--- src/rtl/inv_key_sched.sv ---
// inv_key_sched: walks the AES-128 key schedule backwards, starting from the
// round-10 key and emitting one round key per accepted transfer down to round 0.
module inv_key_sched #(
  parameter int NR = 10
) (
  input  logic         clk,
  input  logic         rst_n,
  input  logic         start,
  input  logic [127:0] last_key,
  input  logic         key_ready,
  output logic         key_valid,
  output logic [127:0] round_key,
  output logic [3:0]   round_idx,
  output logic         busy,
  output logic         done
);

  typedef enum logic {IDLE, RUN} state_t;

  state_t       state, state_nxt;
  logic [127:0] key_nxt;
  logic [3:0]   idx_nxt;
  logic         done_nxt;

  logic [31:0]  w0, w1, w2, w3;
  logic [31:0]  p0, p1, p2, p3;
  logic [31:0]  rot_word, sub_word;
  logic [127:0] prev_key;

  // GF(2^8) multiply modulo x^8 + x^4 + x^3 + x + 1
  function automatic logic [7:0] gf_mul(input logic [7:0] a, input logic [7:0] b);
    logic [7:0] p;
    logic [7:0] aa;
    p  = 8'h00;
    aa = a;
    for (int i = 0; i < 8; i++) begin
      if (b[i]) p = p ^ aa;
      aa = {aa[6:0], 1'b0} ^ (aa[7] ? 8'h1b : 8'h00);
    end
    return p;
  endfunction

  // Multiplicative inverse as x^254 (maps 0 to 0, as the S-box requires)
  function automatic logic [7:0] gf_inv(input logic [7:0] x);
    logic [7:0] t;
    t = gf_mul(x, x);            // x^2
    t = gf_mul(t, x);            // x^3
    t = gf_mul(gf_mul(t, t), x); // x^7
    t = gf_mul(gf_mul(t, t), x); // x^15
    t = gf_mul(gf_mul(t, t), x); // x^31
    t = gf_mul(gf_mul(t, t), x); // x^63
    t = gf_mul(gf_mul(t, t), x); // x^127
    return gf_mul(t, t);         // x^254
  endfunction

  // Forward AES S-box: field inverse followed by the affine transform
  function automatic logic [7:0] sbox(input logic [7:0] x);
    logic [7:0] b;
    b = gf_inv(x);
    return b ^ {b[6:0], b[7]} ^ {b[5:0], b[7:6]} ^ {b[4:0], b[7:5]}
             ^ {b[3:0], b[7:4]} ^ 8'h63;
  endfunction

  // Round constant applied when stepping back from round i to i-1
  function automatic logic [7:0] rcon(input logic [3:0] i);
    case (i)
      4'd1:    return 8'h01;
      4'd2:    return 8'h02;
      4'd3:    return 8'h04;
      4'd4:    return 8'h08;
      4'd5:    return 8'h10;
      4'd6:    return 8'h20;
      4'd7:    return 8'h40;
      4'd8:    return 8'h80;
      4'd9:    return 8'h1b;
      4'd10:   return 8'h36;
      default: return 8'h00;
    endcase
  endfunction

  assign w0 = round_key[127:96];
  assign w1 = round_key[95:64];
  assign w2 = round_key[63:32];
  assign w3 = round_key[31:0];

  // Undo the forward recurrence from the top word down; p3 must exist before p0
  assign p3       = w3 ^ w2;
  assign p2       = w2 ^ w1;
  assign p1       = w1 ^ w0;
  assign rot_word = {p3[23:0], p3[31:24]};

  for (genvar b = 0; b < 4; b++) begin : g_sbox
    assign sub_word[8*b +: 8] = sbox(rot_word[8*b +: 8]);
  end

  assign p0       = w0 ^ sub_word ^ {rcon(round_idx), 24'h000000};
  assign prev_key = {p0, p1, p2, p3};

  // A key is on offer for the whole RUN state
  assign busy      = (state == RUN);
  assign key_valid = (state == RUN);

  // Next-state, next-key and done-pulse selection
  always_comb begin
    state_nxt = state;
    key_nxt   = round_key;
    idx_nxt   = round_idx;
    done_nxt  = 1'b0;
    case (state)
      IDLE: begin
        // The done cycle still belongs to the finished run, so start waits a cycle
        if (start && !done) begin
          key_nxt   = last_key;
          idx_nxt   = 4'(NR);
          state_nxt = RUN;
        end
      end
      RUN: begin
        if (key_ready) begin
          if (round_idx == 4'd0) begin
            state_nxt = IDLE;
            done_nxt  = 1'b1;
          end else begin
            key_nxt = prev_key;
            idx_nxt = round_idx - 4'd1;
          end
        end
      end
      default: state_nxt = IDLE;
    endcase
  end

  // State, key and index registers with asynchronous clear
  always_ff @(posedge clk or negedge rst_n) begin
    if (!rst_n) begin
      state     <= IDLE;
      round_key <= '0;
      round_idx <= '0;
      done      <= 1'b0;
    end else begin
      state     <= state_nxt;
      round_key <= key_nxt;
      round_idx <= idx_nxt;
      done      <= done_nxt;
    end
  end

endmodule
--- config.mk ---
export PLATFORM = sky130hd
export DESIGN_NAME = inv_key_sched
export DESIGN_NICKNAME = d
export VERILOG_FILES = /design/src/rtl/inv_key_sched.sv
export SDC_FILE = /design/constraint.sdc
export NUM_CORES = 2
export LEC_CHECK = 0
export CORE_ASPECT_RATIO = 1.75
export CORE_MARGIN = 4
export CORE_UTILIZATION = 30
export CTS_CLUSTER_DIAMETER = 40
export CTS_CLUSTER_SIZE = 30
export DETAILED_ROUTE_END_ITERATION = 8
export DONT_BUFFER_PORTS = 1
export HOLD_SLACK_MARGIN = 0.03
export PLACE_DENSITY = 0.42
export SLEW_MARGIN = 25
export SYNTH_ARGS = -nofsm -noshare
export SYNTH_HDL_FRONTEND = slang
export SYNTH_SLANG_ARGS = --single-unit
export TNS_END_PERCENT = 10
--- constraint.sdc ---
create_clock -name clk -period 26.2 [get_ports clk]
set_input_delay 5.24 -clock clk [delete_from_list [all_inputs] [get_ports clk]]
set_output_delay 5.24 -clock clk [all_outputs]
set_load 0.005 [all_outputs]
==> impl_metrics.py <==
metrics = {
    "synthesis": {
        "synth-simple-area-share_pct": 18.5,
        "syn_inst": 7861,
        "synthAdderAreaFrac_pct": 0.624,
        "ys_seq_elements": 134,
        "synth_xor_area_share_pct": 46.8,
        "synth_edf_count": 0,
        "yosysWarnings": 0,
        "yosysSeqAreaShare_pct": 5.61,
        "syn_nets": 8022,
        "muxShareOfSynthArea_pct": 4.99,
        "synthTopCellsByArea": "xnor2_1 (21%), xnor3_1 (13%), nor2_1 (7.0%)",
        "syn_avg_cell_area_sq_um": 7.60,
        "ys.flop_type": "dfrtp_1",
        "async_flop_share_pct": 100,
        "synth-compound-area-share_pct": 19.1,
        "ys_types": 116,
        "synth_top_cell_by_area": "xnor2_1",
        "synth_top_family_by_area": "XOR/XNOR gates",
        "synthesis.area_sq_um": 59800,
        "synth_top_cell_area_share_pct": 21.2,
    },
    "global_route": {
        "grt_pass1_vias": 56200,
        "grt_pass1_wl_um": 361000,
        "grt_max_degree": 135,
        "grt_usage_pct": 22.3,
        "antenna_found_initial": 14,
        "grt_overflow": 0,
    },
    "cells_and_area": {
        "final_util_pct": 32.7,
        "layout-drive-gt1-share_pct": 8.48,
        "nNetsFinal": 7794,
        "final_cell_mix": "xnor2_1 (1,411), nor2_1 (1,120), nand2_1 (790), a21oi_1 (501), xor2_1 (412)",
        "final_area_sq_um": 64800,
        "final_common_cell": "xnor2_1",
        "final-instance-count-excl-fill": 10300,
        "area_delta_synth_final_pct": 8.33,
    },
    "timing": {
        "timing.fmax_mhz": 40.7,
        "finalClockSkew_ps": 27.8,
        "worstMarginPinSlew_ps": 1140,
        "drv_slew": 0,
        "final_hold_viol_count": 0,
        "slew-limit-headroom_pct": 23.9,
        "timing.final.crit_share_pct": 93.8,
        "period_needed_ps": 24590,
        "rsz0062_at_grt": "true",
        "hold_slack_ps": 607,
        "setup_violations": 0,
    },
    "routing": {
        "wirelength_um": 241000,
        "dr.first_iter.drc_count": 4164,
        "via_per_inst": 5.51,
        "drtAntennaViolNets": 0,
        "firstDrtPassIters": 7,
        "via_count": 56600,
        "route.detailed.drc": 0,
        "wl_per_cell_um": 23.5,
    },
    "clock_tree": {
        "cts_buffers": 17,
        "htreeDepth": 4,
        "cts_root_buf": "clkbuf_16",
        "clock_sinks": 134,
        "clockBufferDepth": 2,
        "cts.clk_slew.worst_paths_ps": 100,
        "clock_latency_ps": 530,
        "cts_tree": "done",
    },
    "worst_setup_path": {
        "max_stage_delay_ps": 740,
        "start_kind": "register",
        "cp.required_ps": 26610,
        "crit_slowest_cell": "xnor3_1",
        "worst-setup-path-type": "reg2reg",
        "worst_setup_path_end_kind": "register",
        "crit_top_cell": "xnor3_1",
        "cp.arrival_ps": 24990,
        "path_max_fanout": 36,
    },
    "floorplan": {
        "io_pins": 267,
        "initial_core_util_pct": 30.2,
        "fp.dieH_um": 598,
        "rows": 216,
        "die_x_um": 345,
        "die_area_sq_um": 207000,
        "core_area_sq_um": 198000,
    },
    "hold_path": {
        "hold_class": "reg2reg",
    },
    "place": {
        "placed_cells": 10200,
        "io_buffers": 0,
        "hpwl_um": 181000,
        "placed_area_sq_um": 63900,
        "gp_congestion": 0.872,
    },
    "run": {
        "max_cap_violations": 0,
    },
    "outcome": {
        "outcome": "complete, no violations",
    },
}
==> state kept, by name, indices dropped and copies added, names as in the netlist <==
signal,cells
round_idx,4
done,1
round_key,128
busy,1
==> routing by layer <==
layer / vias up / wire length [um] / track usage [%]
met5: - / 26 / 0
met4: 4 / 7110 / 6.38
met3: 335 / 12700 / 2.65
met2: 1746 / 123000 / 41.7
met1: 27500 / 98100 / 26.8
li1: 26900 / - / -
==> stage by stage <==
stage          TNS, ps  worst slack, ps
2_1_floorplan        0             3620
3_3_place_gp         0             1450
3_5_place_dp         0             1240
4_1_cts              0             1100
5_1_grt          -57.0            -57.0
6_report             0             1610
==> kinds of logic (layout without fill, tap and decap cells) <==
family,count (synthesis),in the layout
and+or+nand+nor,2578,2578
xor gates and xnor gates,2412,2413
AOI/OAI and AO/OA,1779,1779
buffers and inverters,636,420
muxes,292,292
DFF,134,134
adders and majority gates,30,30
other,0,4
==> cell usage after synthesis (all sizes together), types with 14 or more instances <==
master / n
o31ai: 16
o21a: 16
xnor2: 1521
o21ai: 421
ha: 29
xor2: 467
o22ai: 154
and2: 41
a21o: 29
nand2: 792
xnor3: 360
nor2: 1125
nor4: 29
buf: 189
nand2b: 36
inv: 72
a221o: 14
a32oi: 32
mux2: 40
o311ai: 15
nor3: 167
o221ai: 38
a31oi: 60
xor3: 64
dfrtp: 134
mux2i: 252
nor3b: 18
o32ai: 24
a21oi: 503
and3: 38
a22oi: 70
a221oi: 37
a311oi: 22
o211ai: 47
or3: 50
a211oi: 100
nand4: 22
or2: 23
nor2b: 32
clkbuf: 364
nand3: 165
==> critical path, delay by kind of cell (launching register included) <==
family	cells	cell delay, ps
adder cells (fa/ha/maj)	5	1950
flip-flops	1	550
AND/OR/NAND/NOR	16	3240
buffers and inverters	9	1750
XOR/XNOR	32	11610
AO/OA/AOI/OAI	17	5280
==> repair_timing <==
action | in CTS | in global routing
endpoints found under the setup margin | 0 | 19
hold buffers | 0 | 0
setup buffers | 0 | 5
gates resized for setup | 0 | 12
==> cell type report <==
| class | instances | area [sq um] |
|---|---|---|
| sequential | 134 | 3360 |
| clock buffer | 17 | 425 |
| tap | 2616 | 3270 |
| multi-input combinational | 7092 | 54900 |
| clock inverter | 15 | 149 |
| antenna | 4 | 10.0 |
| timing repair buffer | 305 | 2370 |
| inverter | 83 | 312 |
| fill | 21000 | 133000 |
==> path summary, 6_finish.rpt <==
check | slack, ps | cells past startpoint | startpoint | endpoint
max | 1610 | 79 | round_key[46]$_DFFE_PN0P_ | round_key[119]$_DFFE_PN0P_
max reg2reg | 1610 | 79 | round_key[46]$_DFFE_PN0P_ | round_key[119]$_DFFE_PN0P_
min | 610 | 1 | round_key[104]$_DFFE_PN0P_ | round_key[104]$_DFFE_PN0P_
max in group asynchronous | 21310 | 0 | rst_n | round_key[49]$_DFFE_PN0P_
min reg2reg | 610 | 1 | round_key[104]$_DFFE_PN0P_ | round_key[104]$_DFFE_PN0P_
min in group asynchronous | 4410 | 0 | rst_n | round_key[30]$_DFFE_PN0P_
Power is left out: the tool's default activity adds up to more than one toggle a clock period on the data nets, which glitch-free logic cannot reach.
